==> config.mk <==
export PLATFORM = sky130hd
export DESIGN_NAME = stopwatch_ctrl_flat
export DESIGN_NICKNAME = d
export VERILOG_FILES = /design/src/rtl/stopwatch_pkg.sv /design/src/rtl/stopwatch_if.sv /design/src/rtl/bcd_digit.sv /design/src/rtl/stopwatch_ctrl.sv /design/src/flat_wrapper.sv
export SDC_FILE = /design/constraint.sdc
export NUM_CORES = 1
export LEC_CHECK = 0
export ABC_AREA = 1
export CORE_AREA = 2 2 77 79
export CTS_BUF_LIST = sky130_fd_sc_hd__clkbuf_8
export CTS_CLUSTER_SIZE = 14
export DETAILED_ROUTE_END_ITERATION = 12
export DIE_AREA = 0 0 79 81
export SYNTH_ARGS = -nofsm -noshare
export SYNTH_HDL_FRONTEND = slang
export SYNTH_SLANG_ARGS = --single-unit
==> constraint.sdc <==
create_clock -name clk -period 2.75 [get_ports clk]
set_input_delay 0.825 -clock clk [delete_from_list [all_inputs] [get_ports clk]]
set_output_delay 0.825 -clock clk [all_outputs]
set_load 0.02 [all_outputs]
==> src/rtl/stopwatch_pkg.sv <==
// Shared definitions for the stopwatch controller: run/pause state encoding and BCD digit limit.
package stopwatch_pkg;

    typedef enum logic [1:0] {
        ST_IDLE  = 2'd0,
        ST_RUN   = 2'd1,
        ST_PAUSE = 2'd2
    } state_t;

    localparam logic [3:0] BCD_MAX = 4'd9;

endpackage

==> src/rtl/stopwatch_if.sv <==
// Button-pulse and display bundle between the board front end and stopwatch_ctrl.
// The lap signal exists only when LAP_HOLD_EN is defined.
interface stopwatch_if #(
    parameter int N_DIGITS = 4
);
    logic                    start_stop;
    logic                    clear;
`ifdef LAP_HOLD_EN
    logic                    lap;
`endif
    logic [4*N_DIGITS-1:0]   count_bcd;
    logic                    running;
    logic                    overflow;

`ifdef LAP_HOLD_EN
    modport master (output start_stop, clear, lap, input count_bcd, running, overflow);
    modport slave  (input start_stop, clear, lap, output count_bcd, running, overflow);
`else
    modport master (output start_stop, clear, input count_bcd, running, overflow);
    modport slave  (input start_stop, clear, output count_bcd, running, overflow);
`endif

endinterface

==> src/rtl/bcd_digit.sv <==
// One decade (0-9) counter stage; wraps 9->0 when enabled and flags is_nine for the carry chain.
module bcd_digit
    import stopwatch_pkg::*;
(
    input  logic       clk,
    input  logic       reset,
    input  logic       clr,
    input  logic       en,
    output logic [3:0] q,
    output logic       is_nine
);

    assign is_nine = (q == BCD_MAX);

    always_ff @(posedge clk) begin
        if (reset || clr) begin
            q <= 4'd0;
        end else if (en) begin
            q <= is_nine ? 4'd0 : q + 4'd1;
        end
    end

endmodule

==> src/rtl/stopwatch_ctrl.sv <==
// Start/stop/clear stopwatch controller: run/pause FSM, tick prescaler and decade digit cascade.
// Optional lap display freeze is built when LAP_HOLD_EN is defined.
module stopwatch_ctrl
    import stopwatch_pkg::*;
#(
    parameter int N_DIGITS = 4,
    parameter int PRESCALE = 50000
) (
    input  logic      clk,
    input  logic      reset,
    stopwatch_if.slave sw
);

    localparam int PW = (PRESCALE > 2) ? $clog2(PRESCALE) : 1;
    localparam logic [PW-1:0] PRE_LAST = PW'(PRESCALE - 1);

    state_t                  state, state_nxt;
    logic [PW-1:0]           pre;
    logic                    tick;
    logic [N_DIGITS:0]       chain;
    logic [N_DIGITS-1:0]     nine;
    logic [4*N_DIGITS-1:0]   digits;
    logic                    ovf;

    always_ff @(posedge clk) begin
        if (reset) begin
            state <= ST_IDLE;
        end else begin
            state <= state_nxt;
        end
    end

    // clear outranks start_stop; start_stop toggles RUN/PAUSE and leaves IDLE
    always_comb begin
        state_nxt = state;
        if (sw.clear) begin
            state_nxt = ST_IDLE;
        end else if (sw.start_stop) begin
            case (state)
                ST_IDLE:  state_nxt = ST_RUN;
                ST_RUN:   state_nxt = ST_PAUSE;
                ST_PAUSE: state_nxt = ST_RUN;
                default:  state_nxt = ST_IDLE;
            endcase
        end
    end

    // Prescaler only advances in RUN so a pause keeps the partial tick
    always_ff @(posedge clk) begin
        if (reset || sw.clear) begin
            pre <= '0;
        end else if (state == ST_RUN) begin
            pre <= (pre == PRE_LAST) ? '0 : pre + 1'b1;
        end
    end

    assign tick     = (state == ST_RUN) && (pre == PRE_LAST);
    assign chain[0] = tick;

    for (genvar k = 0; k < N_DIGITS; k++) begin : g_digit
        bcd_digit u_digit (
            .clk     (clk),
            .reset   (reset),
            .clr     (sw.clear),
            .en      (chain[k] && !sw.clear),
            .q       (digits[4*k +: 4]),
            .is_nine (nine[k])
        );
        assign chain[k+1] = chain[k] && nine[k];
    end

    always_ff @(posedge clk) begin
        if (reset) begin
            ovf <= 1'b0;
        end else begin
            ovf <= chain[N_DIGITS] && !sw.clear;
        end
    end

    assign sw.running  = (state == ST_RUN);
    assign sw.overflow = ovf;

`ifdef LAP_HOLD_EN
    logic                  frozen;
    logic [4*N_DIGITS-1:0] hold;

    // Snapshot is taken from the live digits on the lap edge; counting continues underneath
    always_ff @(posedge clk) begin
        if (reset || sw.clear) begin
            frozen <= 1'b0;
        end else if (sw.lap && state != ST_IDLE) begin
            frozen <= ~frozen;
            hold   <= digits;
        end
    end

    assign sw.count_bcd = frozen ? hold : digits;
`else
    assign sw.count_bcd = digits;
`endif

endmodule

==> src/flat_wrapper.sv <==
// flat-port wrapper written by rule: the top's interface ports become plain ports
module stopwatch_ctrl_flat import stopwatch_pkg::*;
#(
    parameter int N_DIGITS = 4,
    parameter int PRESCALE = 50000
)
  (clk, reset, sw_start_stop, sw_clear, sw_count_bcd, sw_running, sw_overflow);
  stopwatch_if #(.N_DIGITS(N_DIGITS)) sw_i ();
  input  logic clk;
  input  logic reset;
  input wire logic [$bits(sw_i.start_stop)-1:0] sw_start_stop;
  input wire logic [$bits(sw_i.clear)-1:0] sw_clear;
  output wire logic [$bits(sw_i.count_bcd)-1:0] sw_count_bcd;
  output wire logic [$bits(sw_i.running)-1:0] sw_running;
  output wire logic [$bits(sw_i.overflow)-1:0] sw_overflow;
  assign sw_i.start_stop = sw_start_stop;
  assign sw_i.clear = sw_clear;
  assign sw_count_bcd = sw_i.count_bcd;
  assign sw_running = sw_i.running;
  assign sw_overflow = sw_i.overflow;
  stopwatch_ctrl #(.N_DIGITS(N_DIGITS), .PRESCALE(PRESCALE)) u_core (.clk(clk), .reset(reset), .sw(sw_i));
endmodule
==> impl_metrics.json <==
{
  "finalClockSkew_ps": 8.486,
  "tritoncts": "yes",
  "numPortBuffers": 21,
  "arrival_ps": 1530,
  "post_cts_buffers": 0,
  "cts_root_buffer": "clkbuf_8",
  "final_area_um2": 2332,
  "final_nets": 298,
  "final_cells": 369,
  "wire_per_inst_um": 10.46,
  "async_reset_ff_frac": 0,
  "reg2regPathDepth": 8,
  "finalHoldViolCount": 0,
  "drv_slew": 0,
  "worst_path_max_delay_cell": "clkdlybuf4s50_1",
  "avgSynthCellArea_um2": 7.200,
  "p_leak_nw": 0.8203,
  "synthCells": 265,
  "drt-total-wl_mm": 3.858,
  "grt_pass1_vias": 1530,
  "postPlaceCellArea_um2": 2215,
  "area_growth_pct": 22.23,
  "r2r_slack_ps": 970,
  "ios": 22,
  "syn_nets": 270,
  "utilization": 0.4109,
  "period_needed_ps": 2355,
  "diodes": 0,
  "track_usage": 0.1321,
  "register_area_um2": 700.7,
  "ys_ff_latch": 35,
  "r2r-start": "u_core.pre[0]",
  "cts_resized": 0,
  "synth-warning-count": 0,
  "synthesis.area_um2": 1908,
  "ir_drop_v": 0.0002042,
  "worst_ep_required_time_ps": 1930,
  "place_inst": 361,
  "die_area_um2": 6399,
  "max_slew_margin": 0.7285,
  "yosys-top-cells-area": "dfxtp_1, nor2_1, nand2_1, inv_1, a21oi_1",
  "die_h_um": 81,
  "max_stage_delay_ps": 610,
  "clk_path_buf_depth": 2,
  "clock_sinks": 35,
  "ant_nets": 0,
  "gr-total-overflow": 0,
  "crit_end": "sw_running",
  "gp_congestion": 0.7886,
  "multi_input_area_um2": 1047,
  "ys.flop_type": "dfxtp_1",
  "crit_start": "u_core.state[0]",
  "grt_pass1_wl_mm": 6.575,
  "drc_errors": 0,
  "max_freq_mhz": 424.6,
  "powerDensity_nw_per_um2": 443.7,
  "n_fill_cell": 621,
  "crit_chain": "nand2_4, clkinv_4, clkdlybuf4s50_1",
  "min_period_over_period": 0.8564,
  "ys_seq_area_frac": 0.3672,
  "synth.distinct_cells": 35,
  "die_w_um": 79,
  "tightest_slew_ps": 406.3,
  "rows": 28,
  "cp_num_cells": 3,
  "cts_made_buffers": 5,
  "grt_start_max_net_pins": 12,
  "drtPass1Iterations": 4,
  "clk_pin_slew_ps": 80,
  "dp_hpwl_mm": 3.017,
  "dr_total_vias": 1678,
  "antenna_found_initial": 0,
  "fin_setup_tns_ps": 0,
  "drt_iter0_drc": 59,
  "crit_type": "flop to output pin",
  "synth-edff-count": 0,
  "cp-start-kind": "flop",
  "path_buf_inv": 2,
  "hold_buffers": 0,
  "dp_slack_ps": 423.2,
  "cp_top_family": "buffers and inverters",
  "setup_ws_ps": 394.8,
  "core-area_um2": 5675,
  "setup_viol": 0,
  "drv_cap": 0,
  "outcome": "finished, final reports clean",
  "yosysTopAreaCell": "dfxtp_1",
  "cp_max_fo": 8,
  "end_kind": "output pin",
  "h-tree-depth": 2,
  "synth_top_area_share": 0.3672,
  "layout-drive-gt1-share": 0.1293,
  "hp-class": "flop to flop",
  "insertion_delay_ps": 300,
  "start_util": 0.3362,
  "reg2reg_to": "u_core.pre[15]",
  "vias_per_cell": 4.547,
  "rsz0062_at_grt": "false"
}
## synth_stat cells, types with 4 or more instances
cell type,number
nor2_1,52
nand2_1,50
dfxtp_1,35
inv_1,34
a21oi_1,15
nand3_1,10
nor3_1,8
nor2_4,6
o21ai_0,6
nor2_2,5
nand4_1,4
xnor2_1,4
xor2_1,4
## how the worst min path moves through the flow
stage	startpoint	to	slack [ps]	cells after the start
CTS	u_core.pre[15]	u_core.pre[15]	500	1
global route	u_core.pre[15]	u_core.pre[15]	520	1
finish	u_core.pre[15]	u_core.pre[15]	500	1
global placement	u_core.pre[15]	u_core.pre[15]	470	1
floorplan	u_core.pre[15]	u_core.pre[15]	430	1
detailed placement	u_core.pre[15]	u_core.pre[15]	490	1
## state kept, by name (all words and copies together), names as in the netlist
name	count
u_core.g_digit.u_digit.q	16
u_core.state	2
u_core.sw.overflow	1
u_core.pre	16
## kinds of logic (layout without fill, tap and decap cells)
group | after synthesis | after routing | share of synthesized area
compound gates | 30 | 30 | 0.08983
xor+xnor | 8 | 8 | 0.03672
buf+inv | 40 | 69 | 0.08393
fa+ha+maj | 1 | 1 | 0.006556
simple gates | 151 | 151 | 0.4157
flops | 35 | 35 | 0.3672
## report_power, final
part	switching, mW	total [mW]	internal (mW)
clock	0.193	0.487	0.293
combinational	0.0241	0.0379	0.0138
sequential	0.00183	0.510	0.509
total	0.219	1.03	0.816
## placed cells by master, fill, tap and decap left out, types with 2 or more instances in the layout
cell type        count
nand2_2              2
clkdlybuf4s50_1     21
buf_4                2
clkbuf_8             6
nor2_1              52
nor3_1               8
o21ai_0              6
a21oi_1             15
nand3_1             10
inv_1               34
nor2_2               5
xor2_1               4
nor2_4               6
nand4_4              3
nor4_1               2
xnor2_1              4
nand3_2              2
o21a_1               3
inv_2                3
dfxtp_1             35
nand4_1              4
nand2_1             50
o21bai_1             2
## area by class of cell
cell class,instances,share of cell area
clock buffer,6,0.03541
clock inverter,2,0.01502
inverter,38,0.06330
multi-input combinational,190,0.4490
sequential,35,0.3004
tap,75,0.04024
timing repair buffer,23,0.09657
## stage by stage
stage               hold slack (ps)  total power [mW]
finish                        502.4             1.035
CTS                           501.7             1.053
global route                  523.9             1.071
floorplan                     426.0            0.5465
global placement              469.8            0.5604
detailed placement            488.4            0.5612
## metal layers
metal  GRT usage  routed length, µm  vias up
met2      0.2280               1783       24
met3     0.03333                123        5
li1            -                  -      898
met1      0.1541               1861      751
met5           0                  0        -
met4     0.06207                 90        0
## worst register-to-register path, delay by kind of cell, from the launching register on
family	cells	cell delay (ps)
flip-flops	1	390
adder cells (fa/ha/maj)	1	230
AND/OR/NAND/NOR	4	730
buffers and inverters	1	150
AO/OA/AOI/OAI	2	160
Power figures use the tool's default switching activity.
